==> src/rtl/conv_pool_frame_sequencer_pkg.sv <==
// Shared definitions for the conv -> maxpool frame sequencer: state encoding
// and layer-1 frame geometry.
package conv_pool_frame_sequencer_pkg;

    localparam int L1_FRAME_W     = 7;
    localparam int L1_FRAME_H     = 7;
    localparam int L1_FRAME_PIX   = L1_FRAME_W * L1_FRAME_H;
    localparam int L1_FIFO_DEPTH  = 64;
    localparam int L1_FLUSH_BEATS = 8;
    localparam int L1_CNT_W       = 7;

    typedef enum logic [1:0] {
        ST_IDLE  = 2'd0,
        ST_FILL  = 2'd1,
        ST_DRAIN = 2'd2,
        ST_FLUSH = 2'd3
    } seq_state_e;

endpackage

==> src/rtl/conv_pool_frame_sequencer_occ_counter.sv <==
// Up/down occupancy counter shared by the four channel FIFOs, with full and
// empty flags derived from the registered count.
module occ_counter
    import conv_pool_frame_sequencer_pkg::*;
#(
    parameter int DEPTH = L1_FIFO_DEPTH,
    parameter int CNT_W = L1_CNT_W
) (
    input  logic             clk,
    input  logic             rst,
    input  logic             inc_i,
    input  logic             dec_i,
    output logic [CNT_W-1:0] count_o,
    output logic             full_o,
    output logic             empty_o
);

    logic [CNT_W-1:0] count_q, count_d;

    always_comb begin
        count_d = count_q;
        if (inc_i && !dec_i) begin
            count_d = count_q + 1'b1;
        end else if (dec_i && !inc_i) begin
            count_d = count_q - 1'b1;
        end
    end

    always_ff @(posedge clk) begin
        if (rst) begin
            count_q <= '0;
        end else begin
            count_q <= count_d;
        end
    end

    assign count_o = count_q;
    assign full_o  = (count_q == CNT_W'(DEPTH));
    assign empty_o = (count_q == '0);

endmodule

==> src/rtl/conv_pool_frame_sequencer.sv <==
// Counts conv output beats per frame, drains each complete frame from the
// channel FIFOs into the maxpool as one burst, then pushes zero flush beats.
module conv_pool_frame_sequencer
    import conv_pool_frame_sequencer_pkg::*;
#(
    parameter int FRAME_PIX   = L1_FRAME_PIX,
    parameter int FIFO_DEPTH  = L1_FIFO_DEPTH,
    parameter int FLUSH_BEATS = L1_FLUSH_BEATS,
    parameter int CNT_W       = L1_CNT_W
) (
    input  logic             clk,
    input  logic             rst,
    input  logic             conv_valid_i,
    output logic             fifo_write_o,
    output logic             fifo_read_o,
    output logic             pool_valid_in_o,
    output logic             pool_zero_sel_o,
    output logic [CNT_W-1:0] occupancy_o,
    output logic             busy_o,
    output logic             frame_done_o,
    output logic             overflow_o
);

    localparam logic [CNT_W-1:0] FP      = CNT_W'(FRAME_PIX);
    localparam logic [CNT_W-1:0] FP_LAST = CNT_W'(FRAME_PIX - 1);
    localparam logic [CNT_W-1:0] FL_LAST = CNT_W'(FLUSH_BEATS - 1);

    seq_state_e       state_q;
    logic [CNT_W-1:0] wr_cnt_q, pend_cnt_q, rd_cnt_q, fl_cnt_q;
    logic             fifo_read_q, pool_valid_q, pool_zero_q;
    logic             frame_done_q, overflow_q;

    logic [CNT_W-1:0] occ_cnt, load_d;
    logic             occ_full, occ_empty;
    logic             rd_fire, wr_ok, wr_cur, wr_pend, frame_full;

    occ_counter #(
        .DEPTH (FIFO_DEPTH),
        .CNT_W (CNT_W)
    ) u_occ (
        .clk     (clk),
        .rst     (rst),
        .inc_i   (wr_ok),
        .dec_i   (rd_fire),
        .count_o (occ_cnt),
        .full_o  (occ_full),
        .empty_o (occ_empty)
    );

    // A read this cycle frees a slot, so a full FIFO can still take a write.
    assign rd_fire    = fifo_read_q & ~occ_empty;
    assign wr_ok      = conv_valid_i & ~(occ_full & ~rd_fire);
    assign wr_cur     = wr_ok & (wr_cnt_q != FP);
    assign wr_pend    = wr_ok & (wr_cnt_q == FP);
    assign frame_full = wr_cur & (wr_cnt_q == FP_LAST);
    assign load_d     = pend_cnt_q + {{(CNT_W-1){1'b0}}, wr_pend};

    always_ff @(posedge clk) begin
        if (rst) begin
            state_q      <= ST_IDLE;
            wr_cnt_q     <= '0;
            pend_cnt_q   <= '0;
            rd_cnt_q     <= '0;
            fl_cnt_q     <= '0;
            fifo_read_q  <= 1'b0;
            pool_valid_q <= 1'b0;
            pool_zero_q  <= 1'b0;
            frame_done_q <= 1'b0;
            overflow_q   <= 1'b0;
        end else begin
            frame_done_q <= 1'b0;
            pool_valid_q <= fifo_read_q;
            pool_zero_q  <= 1'b0;
            if (conv_valid_i && !wr_ok) overflow_q <= 1'b1;
            if (wr_cur)  wr_cnt_q   <= wr_cnt_q + 1'b1;
            if (wr_pend) pend_cnt_q <= pend_cnt_q + 1'b1;

            case (state_q)
                ST_IDLE, ST_FILL: begin
                    if (frame_full) begin
                        state_q     <= ST_DRAIN;
                        fifo_read_q <= 1'b1;
                        rd_cnt_q    <= '0;
                    end else if (wr_ok) begin
                        state_q <= ST_FILL;
                    end
                end
                ST_DRAIN: begin
                    rd_cnt_q <= rd_cnt_q + 1'b1;
                    if (rd_cnt_q == FP_LAST) begin
                        state_q     <= ST_FLUSH;
                        fifo_read_q <= 1'b0;
                        fl_cnt_q    <= '0;
                    end
                end
                ST_FLUSH: begin
                    pool_valid_q <= 1'b1;
                    pool_zero_q  <= 1'b1;
                    fl_cnt_q     <= fl_cnt_q + 1'b1;
                    if (fl_cnt_q == FL_LAST) begin
                        frame_done_q <= 1'b1;
                        // Early beats (including one landing this cycle) seed the next frame;
                        // any excess beyond one frame stays pending.
                        if (load_d >= FP) begin
                            state_q     <= ST_DRAIN;
                            fifo_read_q <= 1'b1;
                            rd_cnt_q    <= '0;
                            wr_cnt_q    <= FP;
                            pend_cnt_q  <= load_d - FP;
                        end else begin
                            state_q    <= (load_d != '0) ? ST_FILL : ST_IDLE;
                            wr_cnt_q   <= load_d;
                            pend_cnt_q <= '0;
                        end
                    end
                end
                default: state_q <= ST_IDLE;
            endcase
        end
    end

    assign fifo_write_o    = wr_ok;
    assign fifo_read_o     = fifo_read_q;
    assign pool_valid_in_o = pool_valid_q;
    assign pool_zero_sel_o = pool_zero_q;
    assign occupancy_o     = occ_cnt;
    assign busy_o          = (state_q != ST_IDLE);
    assign frame_done_o    = frame_done_q;
    assign overflow_o      = overflow_q;

endmodule

==> config.mk <==
export PLATFORM = sky130hd
export DESIGN_NAME = conv_pool_frame_sequencer
export DESIGN_NICKNAME = d
export VERILOG_FILES = /design/src/rtl/conv_pool_frame_sequencer_pkg.sv /design/src/rtl/conv_pool_frame_sequencer_occ_counter.sv /design/src/rtl/conv_pool_frame_sequencer.sv
export SDC_FILE = /design/constraint.sdc
export NUM_CORES = 1
export LEC_CHECK = 0
export BUFFER_PORTS_ARGS = -buffer_cell sky130_fd_sc_hd__buf_2
export CAP_MARGIN = 20
export CORE_MARGIN = 2
export CORE_UTILIZATION = 50
export DETAILED_ROUTE_END_ITERATION = 16
export HOLD_SLACK_MARGIN = 0.02
export PLACE_DENSITY = 0.68
export SLEW_MARGIN = 20
export SYNTH_ARGS = -nofsm -noshare
export SYNTH_HDL_FRONTEND = slang
export SYNTH_SLANG_ARGS = --single-unit
==> constraint.sdc <==
create_clock -name clk -period 4.8 [get_ports clk]
set_input_delay 0 -clock clk [delete_from_list [all_inputs] [get_ports clk]]
set_output_delay 0 -clock clk [all_outputs]
set_load 0.05 [all_outputs]
==> metrics.txt, run 1 <==
status=finished, final reports clean; Root Buffer=clkbuf_8; worst-skew pair later-pin latency=0.30 ns; Leak=1.103 nW; Die Y=76.67 µm; CP endpoint kind=register; r2r worst-path depth=12; Synth area leader=dfxtp_1; final wirelength=5.389 mm; total CTS buffers=5; number of global-route vias before repair=2,085; DR DRC count=0; total congestion overflow=0; syn avg cell area=8.276 µm²; quantity of hold-fixing buffers added after cts=1; Ports=17; maximum VDD drop=0.2677 mV; Synth top area share=0.3185; Area Overhead vs Synth=7.962%; H-tree Lvls=2; top cells by area, synth=dfxtp_1 (32%), ha_1 (8.5%), xnor2_1 (7.3%); Comb power frac=0.280; Crit-path slowest cell=nor4_1; CTS Buffer Depth=2; vias per inst=5.585; routed len/inst=13.54 µm; WP data arrival=4.34 ns; FF-to-FF setup slack=0.65 ns; Clock power frac=0.298; die area=5878 µm²; hold depth=2; CP max FO=12; num rows=26; Fmax=240.9 MHz; CTS resizes=0; CP cell instances=nor4_1, a21boi_2, and3_1, ha_1, ha_1, xor2_1, or3_4, or3_4, and3_4, o31ai_4, nor2_2, mux2_1; largest net degree at the start of global routing=33; Total GRT Usage=0.2012; Slowest Stage Delay on Critical Path=0.58 ns; Final Hold Viols=0; sequential area share after synthesis=0.3185; final setup violation count=0; syn nets=341; final period utilization=0.8648; sw frac=0.3387; Post-DP HPWL=3.883 mm; Pins Over Slew Limit=0; clock slew seen by the registers of the worst setup and hold paths=0.08 ns; setup total negative slack=0 ns; Crit Path Class=register to register; NumNets Final=349; Netlist Area Pre-Place=2640 µm²; initial antenna violation count=0; max-cap check violation count=0; Distinct cells, synth=58; WHS=0.1972 ns; DR iter-0 viols=146; drt pass-1 iters=4; Ant. Diodes=0; hold path start=rst; main flop type after synthesis=dfxtp_1; number of flops mapped to enable cells by yosys=0; launching point of the worst reg2reg path=u_occ.count_o[0]; Mapped Cells=319; Non-Filler Instances=398; Critical Path Start Type=register; Initial Util=0.5169; worst slew pin tran=0.6993 ns; WP data required=4.99 ns; yosys warns=0; TritonCTS clock tree=built; CTS sink cnt=42; RSZ-0062 raised after global routing=no; pwr dens=330.3 nW/µm²; Placed Instances=389; synthesis-stage register bit count=42; Hold WC Path Type=input pin to register; Slew headroom=0.5321; Setup Buffers After CTS=0; CORE AREA=5107 µm²; buffers plus inverters on the worst setup path=0; final setup skew=0.003112 ns; CP delay by family, top=simple AND/OR/NAND/NOR gates; antenna violation net count after detailed routing=0; die width=76.67 µm; Port Buffers=16; post-layout min period=4.151 ns; Sw Pwr=0.3189 mW; global-route wire length before repair=9.646 mm; sequential share of power=0.422; Final Power=0.9415 mW; share of cells above drive strength 1=0.1280; internal cell power=0.6227 mW; post-synthesis async set-or-reset flop share=0; reg-to-reg critical path endpoint=rd_cnt_q[2]; Via Count=2,223; Placer Congestion=0.8324; Worst Hold Path EP=overflow_o
==> layout by cell type (no fill, tap or decap), types with 2 or more instances in the layout <==
cell      Yosys  routed
nand2b_1      3       3
nand4b_1      2       2
a21oi_1      25      25
o21ai_0      15      15
nor4_1        3       3
mux2i_1       6       6
clkbuf_8      0       5
nor3_1        6       6
or3_4         2       2
or3_2         4       4
nand3b_1      2       2
dfxtp_1      42      42
inv_1        11      11
and3_1        3       3
nand2_1      18      18
a32oi_1       2       2
xor2_1        8       8
a21boi_0      2       2
nand4_1       7       7
buf_2         2      16
xnor2_1      22      22
a21o_1        4       4
o32ai_1       2       2
ha_1         18      18
nor3b_1       2       2
clkbuf_1     10       2
nand3_1      16      16
or2_2         3       3
o21bai_1      2       2
a211oi_1      3       3
or3_1         3       3
nor2_1       42      42
==> power groups by stage <==
stage	Clock (mW)	Combinational [mW]	Sequential, mW
after floorplan	0	0.158	0.461
after detailed placement	0	0.263	0.406
final	0.281	0.264	0.397
after global placement	0	0.260	0.405
after CTS	0.288	0.266	0.398
after global routing	0.301	0.295	0.403
==> per-stage QoR <==
| step | setup WS [ns] | utilization | area [µm²] |
|---|---|---|---|
| floorplan | 0.4135 | - | 2640 |
| global placement | 0.7991 | 0.5353 | 2734 |
| detailed placement | 0.6577 | 0.5353 | 2734 |
| CTS | 0.6329 | 0.5581 | 2850 |
| global route | 0.2509 | 0.5581 | 2850 |
| finish | 0.6489 | 0.5581 | 2850 |
==> worst max-delay path by stage <==
| stage | cells after the start | startpoint | slack, ns | endpoint |
|---|---|---|---|---|
| finish | 12 | u_occ.count_o[0] | 0.65 | rd_cnt_q[2] |
| floorplan | 14 | u_occ.count_o[0] | 0.41 | rd_cnt_q[2] |
| detailed placement | 12 | u_occ.count_o[0] | 0.66 | rd_cnt_q[2] |
| global route | 13 | u_occ.count_o[0] | 0.25 | rd_cnt_q[6] |
| CTS | 12 | u_occ.count_o[0] | 0.63 | rd_cnt_q[2] |
| global placement | 12 | u_occ.count_o[0] | 0.80 | rd_cnt_q[2] |
==> cells in the mapped netlist, types with 3 or more instances <==
cell / count
a211oi_1: 3
a21o_1: 4
a21oi_1: 25
and3_1: 3
clkbuf_1: 10
dfxtp_1: 42
ha_1: 18
inv_1: 11
mux2i_1: 6
nand2_1: 18
nand2b_1: 3
nand3_1: 16
nand4_1: 7
nor2_1: 42
nor3_1: 6
nor4_1: 3
o21ai_0: 15
or2_2: 3
or3_1: 3
or3_2: 4
xnor2_1: 22
xor2_1: 8
==> state kept, by name (all words and copies together), names as in the netlist <==
signal           flops
pend_cnt_q           7
pool_valid_in_o      1
rd_cnt_q             7
state_q              2
fifo_read_o          1
fl_cnt_q             7
pool_zero_sel_o      1
wr_cnt_q             7
u_occ.count_o        7
frame_done_o         1
overflow_o           1
==> layer usage <==
layer / wire [µm] / global-route usage / part of all wire / vias up
met3: 235 / 0.04118 / 0.044 / 7
li1: - / - / - / 1146
met1: 2639 / 0.2745 / 0.49 / 1033
met2: 2430 / 0.3132 / 0.45 / 37
met4: 85 / 0.07636 / 0.016 / 0
met5: 0 / 0 / 0 / -
==> worst reg2reg max path, delay by kind of cell, from the launching register on <==
kind	cells	cell delay (ns)
flip-flops	1	0.37
multiplexers	1	0.31
AND/OR/NAND/NOR	6	1.86
adder cells (fa/ha/maj)	2	0.54
XOR/XNOR	1	0.22
AO/OA/AOI/OAI	2	0.74
==> layout make-up <==
class                           count  area, µm²
Multi-Input combinational cell    249       1677
Timing Repair Buffer               18      97.59
Clock inverter                      1      30.03
Tap cell                           70      87.58
Sequential cell                    42      840.8
Inverter                           11      41.29
Clock buffer                        7      76.32
Fill cell                         499       2257
==> cells by family after synthesis <==
kind of cell,after synthesis,share of synthesized area
compound gates,68,0.1678
mux,8,0.03128
simple gates,124,0.2436
buf+inv,28,0.04645
xor+xnor,30,0.09953
fa+ha+maj,19,0.09289
flops,42,0.3185
Note: power is estimated with default switching activity, not from simulation.
==> run 2, diff against run 1 <==
Clock period 4.8 ns to 5 ns, I/O delays scaled along.
==> run 2 against run 1 <==
Against the previous run:
- die area stayed put
- cell count did not move
- register-to-register slack improved by 0.26 ns
- largest cell class unchanged
==> metrics.txt, run 2 (synthesis gave the netlist of run 1 again) <==
buffers plus inverters on the worst setup path=0 (unchanged); total CTS buffers=5 (unchanged); Ant. Diodes=0 (unchanged); status=finished, final reports clean; share of cells above drive strength 1=0.1341 (+0.006098); hold path start=rst; Die Y=76.67 µm (unchanged); num rows=26 (unchanged); number of global-route vias before repair=2,058 (-1.3%); die area=5878 µm² (unchanged); total congestion overflow=0 (unchanged); CP endpoint kind=register; NumNets Final=349 (unchanged); Critical Path Start Type=register; CP max FO=12 (unchanged); Clock power frac=0.268 (-0.030); CP cell instances=nor4_1, a21boi_2, and3_1, ha_1, ha_1, xor2_1, or3_4, or3_4, and3_4, o31ai_4, nor2_2, mux2_1; global-route wire length before repair=9.459 mm (-1.9%); Ports=17 (unchanged); Setup Buffers After CTS=0 (unchanged); DR DRC count=0 (unchanged); sw frac=0.3557 (+0.01703); Port Buffers=16 (unchanged); final setup skew=0.005716 ns (+0.002605 ns); largest net degree at the start of global routing=33 (unchanged); vias per inst=5.447 (-2.5%); Post-DP HPWL=3.879 mm (-0.10%); final period utilization=0.8186 (-0.04623); Crit-path slowest cell=nor4_1; final setup margin=0.9071 ns (+0.2582 ns); Initial Util=0.5169 (unchanged); worst slew pin tran=0.6986 ns (-0.0007190 ns); Root Buffer=clkbuf_8; post-layout min period=4.093 ns (-0.05818 ns); Area Overhead vs Synth=7.535%; Via Count=2,168 (-2.5%); most frequent cells in the layout=nor2_1 (42), dfxtp_1 (42), a21oi_1 (25); internal cell power=0.5596 mW (-10%); Placer Congestion=0.8186 (-1.7%); Crit Path Class=register to register; Sw Pwr=0.3090 mW (-3.1%); Total GRT Usage=0.1956 (-0.005694); CTS sink cnt=42 (unchanged); RSZ-0062 raised after global routing=no; Slew headroom=0.5325 (about the same); Final Power=0.8686 mW (-7.7%); Fmax=244.3 MHz (+1.4%); worst slack at placement=0.9206 ns (+0.2628 ns); clock slew seen by the registers of the worst setup and hold paths=0.08 ns (about the same); Pins Over Slew Limit=0 (unchanged); sequential share of power=0.442 (+0.020); drt pass-1 iters=4 (unchanged); Comb power frac=0.291 (+0.011); DR iter-0 viols=108 (-26%); Slowest Stage Delay on Critical Path=0.53 ns (-0.05 ns); Hold WC Path Type=input pin to register; die width=76.67 µm (unchanged); CP Launch Point=u_occ.count_o[0]; WP data arrival=4.27 ns (-0.07 ns); Final Hold Viols=0 (unchanged); CORE AREA=5107 µm² (unchanged); final setup violation count=0 (unchanged); initial antenna violation count=0 (unchanged); TritonCTS clock tree=built; CP delay by family, top=simple AND/OR/NAND/NOR gates; Leak=1.098 nW (-0.48%); worst-skew pair later-pin latency=0.29 ns (about the same); CTS Buffer Depth=2 (unchanged); WP data required=5.18 ns (+0.19 ns); pwr dens=306.0 nW/µm² (-7.4%); maximum VDD drop=0.2804 mV (+4.8%); setup total negative slack=0 ns (unchanged); H-tree Lvls=2 (unchanged); launching point of the worst reg2reg path=u_occ.count_o[0]; final wirelength=5.360 mm (-0.54%); max-cap check violation count=0 (unchanged); antenna violation net count after detailed routing=0 (unchanged); routed len/inst=13.47 µm (-0.54%)
-- run 2: cell types whose count changed in the layout (fill, tap and decap cells not counted), sizes merged --
| cell | delta |
|---|---|
| bufinv | -1 |
| clkbuf | -1 |
| clkinv | +1 |
| clkinvlp | +1 |
-- run 2: layout make-up --
type                       count  area, µm²
clock inverter                 2      12.51
multi-input combinational    249       1677
inverter                      11      41.29
tap                           70      87.58
clock buffer                   6      82.58
timing repair buffer          18      97.59
fill                         482       2268
sequential                    42      840.8
-- run 2: worst register-to-register path: cells and delay by family (launching register included) --
family,cells,cell delay [ns]
compound gates,2,0.72
xor+xnor,1,0.21
fa+ha+maj,2,0.53
flops,1,0.37
mux,1,0.32
simple gates,6,1.82
-- run 2: power groups by stage --
stage	Sequential [mW]	Clock [mW]	Combinational, mW
detailed placement	0.391	0	0.252
global placement	0.389	0	0.248
global route	0.388	0.253	0.281
CTS	0.384	0.242	0.254
floorplan	0.442	0	0.152
finish	0.383	0.233	0.252
-- run 2: timing repair --
action	CTS	global route
hold buffers	1	0
resized for setup	0	0
endpoints found under the hold margin	1	0
-- run 2: routing by layer --
| layer | global-route usage | wire length, µm | up-vias |
|---|---|---|---|
| met5 | 0 | 0 | - |
| met3 | 0.04235 | 227 | 6 |
| met2 | 0.3219 | 2393 | 39 |
| met4 | 0.05273 | 45 | 0 |
| met1 | 0.2592 | 2693 | 979 |
| li1 | - | - | 1144 |
-- run 2: final timing paths --
kind	endpoint	slack, ns	cells after the start
worst min register to register	fl_cnt_q[6]	0.49	2
worst max register to register	rd_cnt_q[2]	0.91	12
worst min-delay path	u_occ.count_o[3]	0.19	2
worst max-delay path	rd_cnt_q[2]	0.91	12
-- run 2: stage by stage --
step,utilization,cells,hold slack [ns],cell area (µm²)
floorplan,-,319,0.1572,2640
global placement,0.5353,389,0.2634,2734
detailed placement,0.5353,389,0.2674,2734
CTS,0.5559,398,0.1900,2839
global route,0.5559,398,0.2244,2839
finish,0.5559,398,0.1880,2839
==> run 3, diff against run 2 <==
Settings changed: ABC_AREA set to 1.
Clock period 5 ns to 3.85 ns, I/O delays scaled along.
==> run 3 against run 2 <==
Against the previous run:
- via count increased by 19%
- critical path type unchanged
- first-iteration DRC count increased by 7.4%
- largest power group is now combinational logic
- critical endpoint is now wr_cnt_q[1]
- routed wire length increased by 13%
- sequential share of layout area decreased by 2.6 points
- die area increased by 8.7%
==> metrics.txt, run 3 <==
Total GRT Usage=0.2036 (+0.008053); routed len/inst=11.98 µm (-11%); Post-DP HPWL=4.514 mm (+16%); final period utilization=0.7115 (-0.1071); Initial Util=0.5206 (+0.003647); post-layout min period=2.739 ns (-1.354 ns); RSZ-0062 raised after global routing=no; CP cell instances=inv_1, nand2_1, nor2_1, nand3_1, nand2_2, nor2_4, ha_1, ha_1, inv_1, nand2_1, nor2_2, nand2_2, nand3_4, nand3_4, inv_2, nand3_2, a21oi_2; Placer Congestion=0.8567 (+4.7%); drt pass-1 iters=4 (unchanged); final wirelength=6.048 mm (+13%); Netlist Area Pre-Place=2884 µm² (+9.2%); CP endpoint kind=register; final setup margin=1.111 ns (+0.2035 ns); DR iter-0 viols=116 (+7.4%); pwr dens=454.4 nW/µm² (+49%); WP data arrival=2.96 ns (-1.31 ns); Non-Filler Instances=505 (+27%); Pins Over Slew Limit=0 (unchanged); die width=79.95 µm (+4.3%); Via Count=2,588 (+19%); buffers plus inverters on the worst setup path=3 (+3); clock slew seen by the registers of the worst setup and hold paths=0.09 ns (about the same); Final Hold Viols=0 (unchanged); Leak=1.393 nW (+27%); Slew headroom=0.6100 (+0.07749); initial antenna violation count=0 (unchanged); num rows=27 (+3.8%); Port Buffers=16 (unchanged); Critical Path Start Type=register; Commonest cells post-synth=nand2_1 (92), inv_1 (58), dfxtp_1 (42); final setup skew=0.01138 ns (+0.005665 ns); FF-to-FF setup slack=1.11 ns (+0.20 ns); reg-to-reg critical path endpoint=wr_cnt_q[1]; synthesis-stage register bit count=42 (unchanged); launching point of the worst reg2reg path=u_occ.count_o[0]; total congestion overflow=0 (unchanged); Synth area leader=dfxtp_1; syn nets=437 (+28%); Root Buffer=clkbuf_8; share of cells above drive strength 1=0.1409 (+0.006731); number of global-route vias before repair=2,440 (+19%); sequential area share after synthesis=0.2915 (-0.02694); status=finished, final reports clean; hold depth=2 (unchanged); CTS sink cnt=42 (unchanged); Crit Path Class=register to register; WP data required=4.08 ns (-1.10 ns); CP max FO=10 (-2); largest net degree at the start of global routing=30 (-9.1%); Setup Buffers After CTS=0 (unchanged); TritonCTS clock tree=built; die area=6391 µm² (+8.7%); worst slack at placement=1.129 ns (+0.2088 ns); quantity of hold-fixing buffers added after cts=1 (unchanged); Distinct cells, synth=41 (-29%); CP Launch Point=u_occ.count_o[0]; number of flops mapped to enable cells by yosys=0 (unchanged); top cells by area, synth=dfxtp_1 (29%), nand2_1 (12%), ha_1 (7.8%); H-tree Lvls=2 (unchanged); NumNets Final=454 (+30%); antenna violation net count after detailed routing=0 (unchanged); Fmax=365.0 MHz (+49%); maximum VDD drop=0.4227 mV (+51%); Hold WC Path Type=input pin to register; CTS resizes=0 (unchanged); CORE AREA=5540 µm² (+8.5%); post-synthesis async set-or-reset flop share=0 (unchanged); vias per inst=5.125 (-5.9%); worst slew pin tran=0.5849 ns (-0.1136 ns); DR DRC count=0 (unchanged); Slowest Stage Delay on Critical Path=0.40 ns (-0.13 ns); Mapped Cells=415 (+30%); commonest non-fill, non-tap cell in the layout=nand2_1; Die Y=79.95 µm (+4.3%); r2r worst-path depth=17 (+5); Placed Instances=496 (+28%); most frequent cells in the layout=nand2_1 (92), inv_1 (58), dfxtp_1 (42); worst-skew pair later-pin latency=0.29 ns (about the same); CTS Buffer Depth=2 (unchanged); Ant. Diodes=0 (unchanged); yosys warns=0 (unchanged); max-cap check violation count=0 (unchanged); main flop type after synthesis=dfxtp_1; count leader, synth=nand2_1; setup total negative slack=0 ns (unchanged); Area Overhead vs Synth=7.852%; Worst setup endpoint=wr_cnt_q[1]; Synth top area share=0.2915 (-0.02694); final setup violation count=0 (unchanged); CP delay by family, top=simple AND/OR/NAND/NOR gates; syn avg cell area=6.949 µm² (-16%); Crit-path slowest cell=dfxtp_1; Ports=17 (unchanged); Levels on crit path=17 (+5); global-route wire length before repair=10.45 mm (+10%); total CTS buffers=5 (unchanged)
-- run 3: changes by cell type after synthesis, sizes merged, moves of 5 or more --
| cell | delta |
|---|---|
| inv | +52 |
| nor2 | -6 |
| or3 | -9 |
| nand4 | +5 |
| and3 | -5 |
| xnor2 | -18 |
| a21oi | +8 |
| nand2 | +80 |
| nand3 | +23 |
| clkbuf | -6 |
| o21ai | +7 |
| mux2i | -6 |
-- run 3: logic make-up after synthesis --
family | count (synthesis) | synth area share
flops | 42 | 0.2915
compound gates | 67 | 0.1315
buf+inv | 73 | 0.1089
xor+xnor | 11 | 0.03340
fa+ha+maj | 19 | 0.08503
simple gates | 203 | 0.3497
-- run 3: how the worst min path moves through the flow --
stage	startpoint	endpoint	slack, ns
floorplan	conv_valid_i	overflow_o	0.20
global placement	conv_valid_i	overflow_o	0.33
detailed placement	conv_valid_i	overflow_o	0.33
CTS	rst	overflow_o	0.19
global route	rst	frame_done_o	0.22
finish	rst	overflow_o	0.19
-- run 3: area by class of cell --
type                       instances  area [µm²]
tap                               72       90.09
inverter                          65       257.7
clock buffer                       6       82.58
fill                             552        2430
clock inverter                     2       12.51
timing repair buffer              18       97.59
multi-input combinational        300        1729
sequential                        42       840.8
-- run 3: worst reg2reg max path, stage by stage (launching register included) --
cell     delay (ns)
dfxtp_1        0.40
inv_1          0.08
nand2_1        0.06
nor2_1         0.06
nand3_1        0.10
nand2_2        0.12
nor2_4         0.24
ha_1           0.29
ha_1           0.28
inv_1          0.13
nand2_1        0.10
nor2_2         0.12
nand2_2        0.09
nand3_4        0.12
nand3_4        0.14
inv_2          0.10
nand3_2        0.09
a21oi_2        0.14
-- run 3: per-layer routing --
layer	vias up	wire length [µm]	GRT usage
met5	-	0	0
met4	0	75	0.06949
met3	8	144	0.03959
met2	30	2945	0.3508
met1	1162	2882	0.2524
li1	1388	-	-
-- run 3: report_power, final --
| group | leakage [nW] | switching (mW) | total (mW) | internal [mW] |
|---|---|---|---|---|
| Clock | 0.0472 | 0.150 | 0.295 | 0.144 |
| Combinational | 1.00 | 0.406 | 0.585 | 0.179 |
| Sequential | 0.341 | 0.0501 | 0.534 | 0.484 |
| Total | 1.39 | 0.607 | 1.41 | 0.807 |
-- run 3: stage by stage --
stage	instance area, µm²	hold WS, ns	utilization	power [mW]
2_1_floorplan	2884	0.2009	-	1.009
3_3_place_gp	3005	0.3319	0.5425	1.117
3_5_place_dp	3005	0.3264	0.5425	1.127
4_1_cts	3110	0.1945	0.5614	1.428
5_1_grt	3110	0.2202	0.5614	1.512
6_report	3110	0.1914	0.5614	1.413
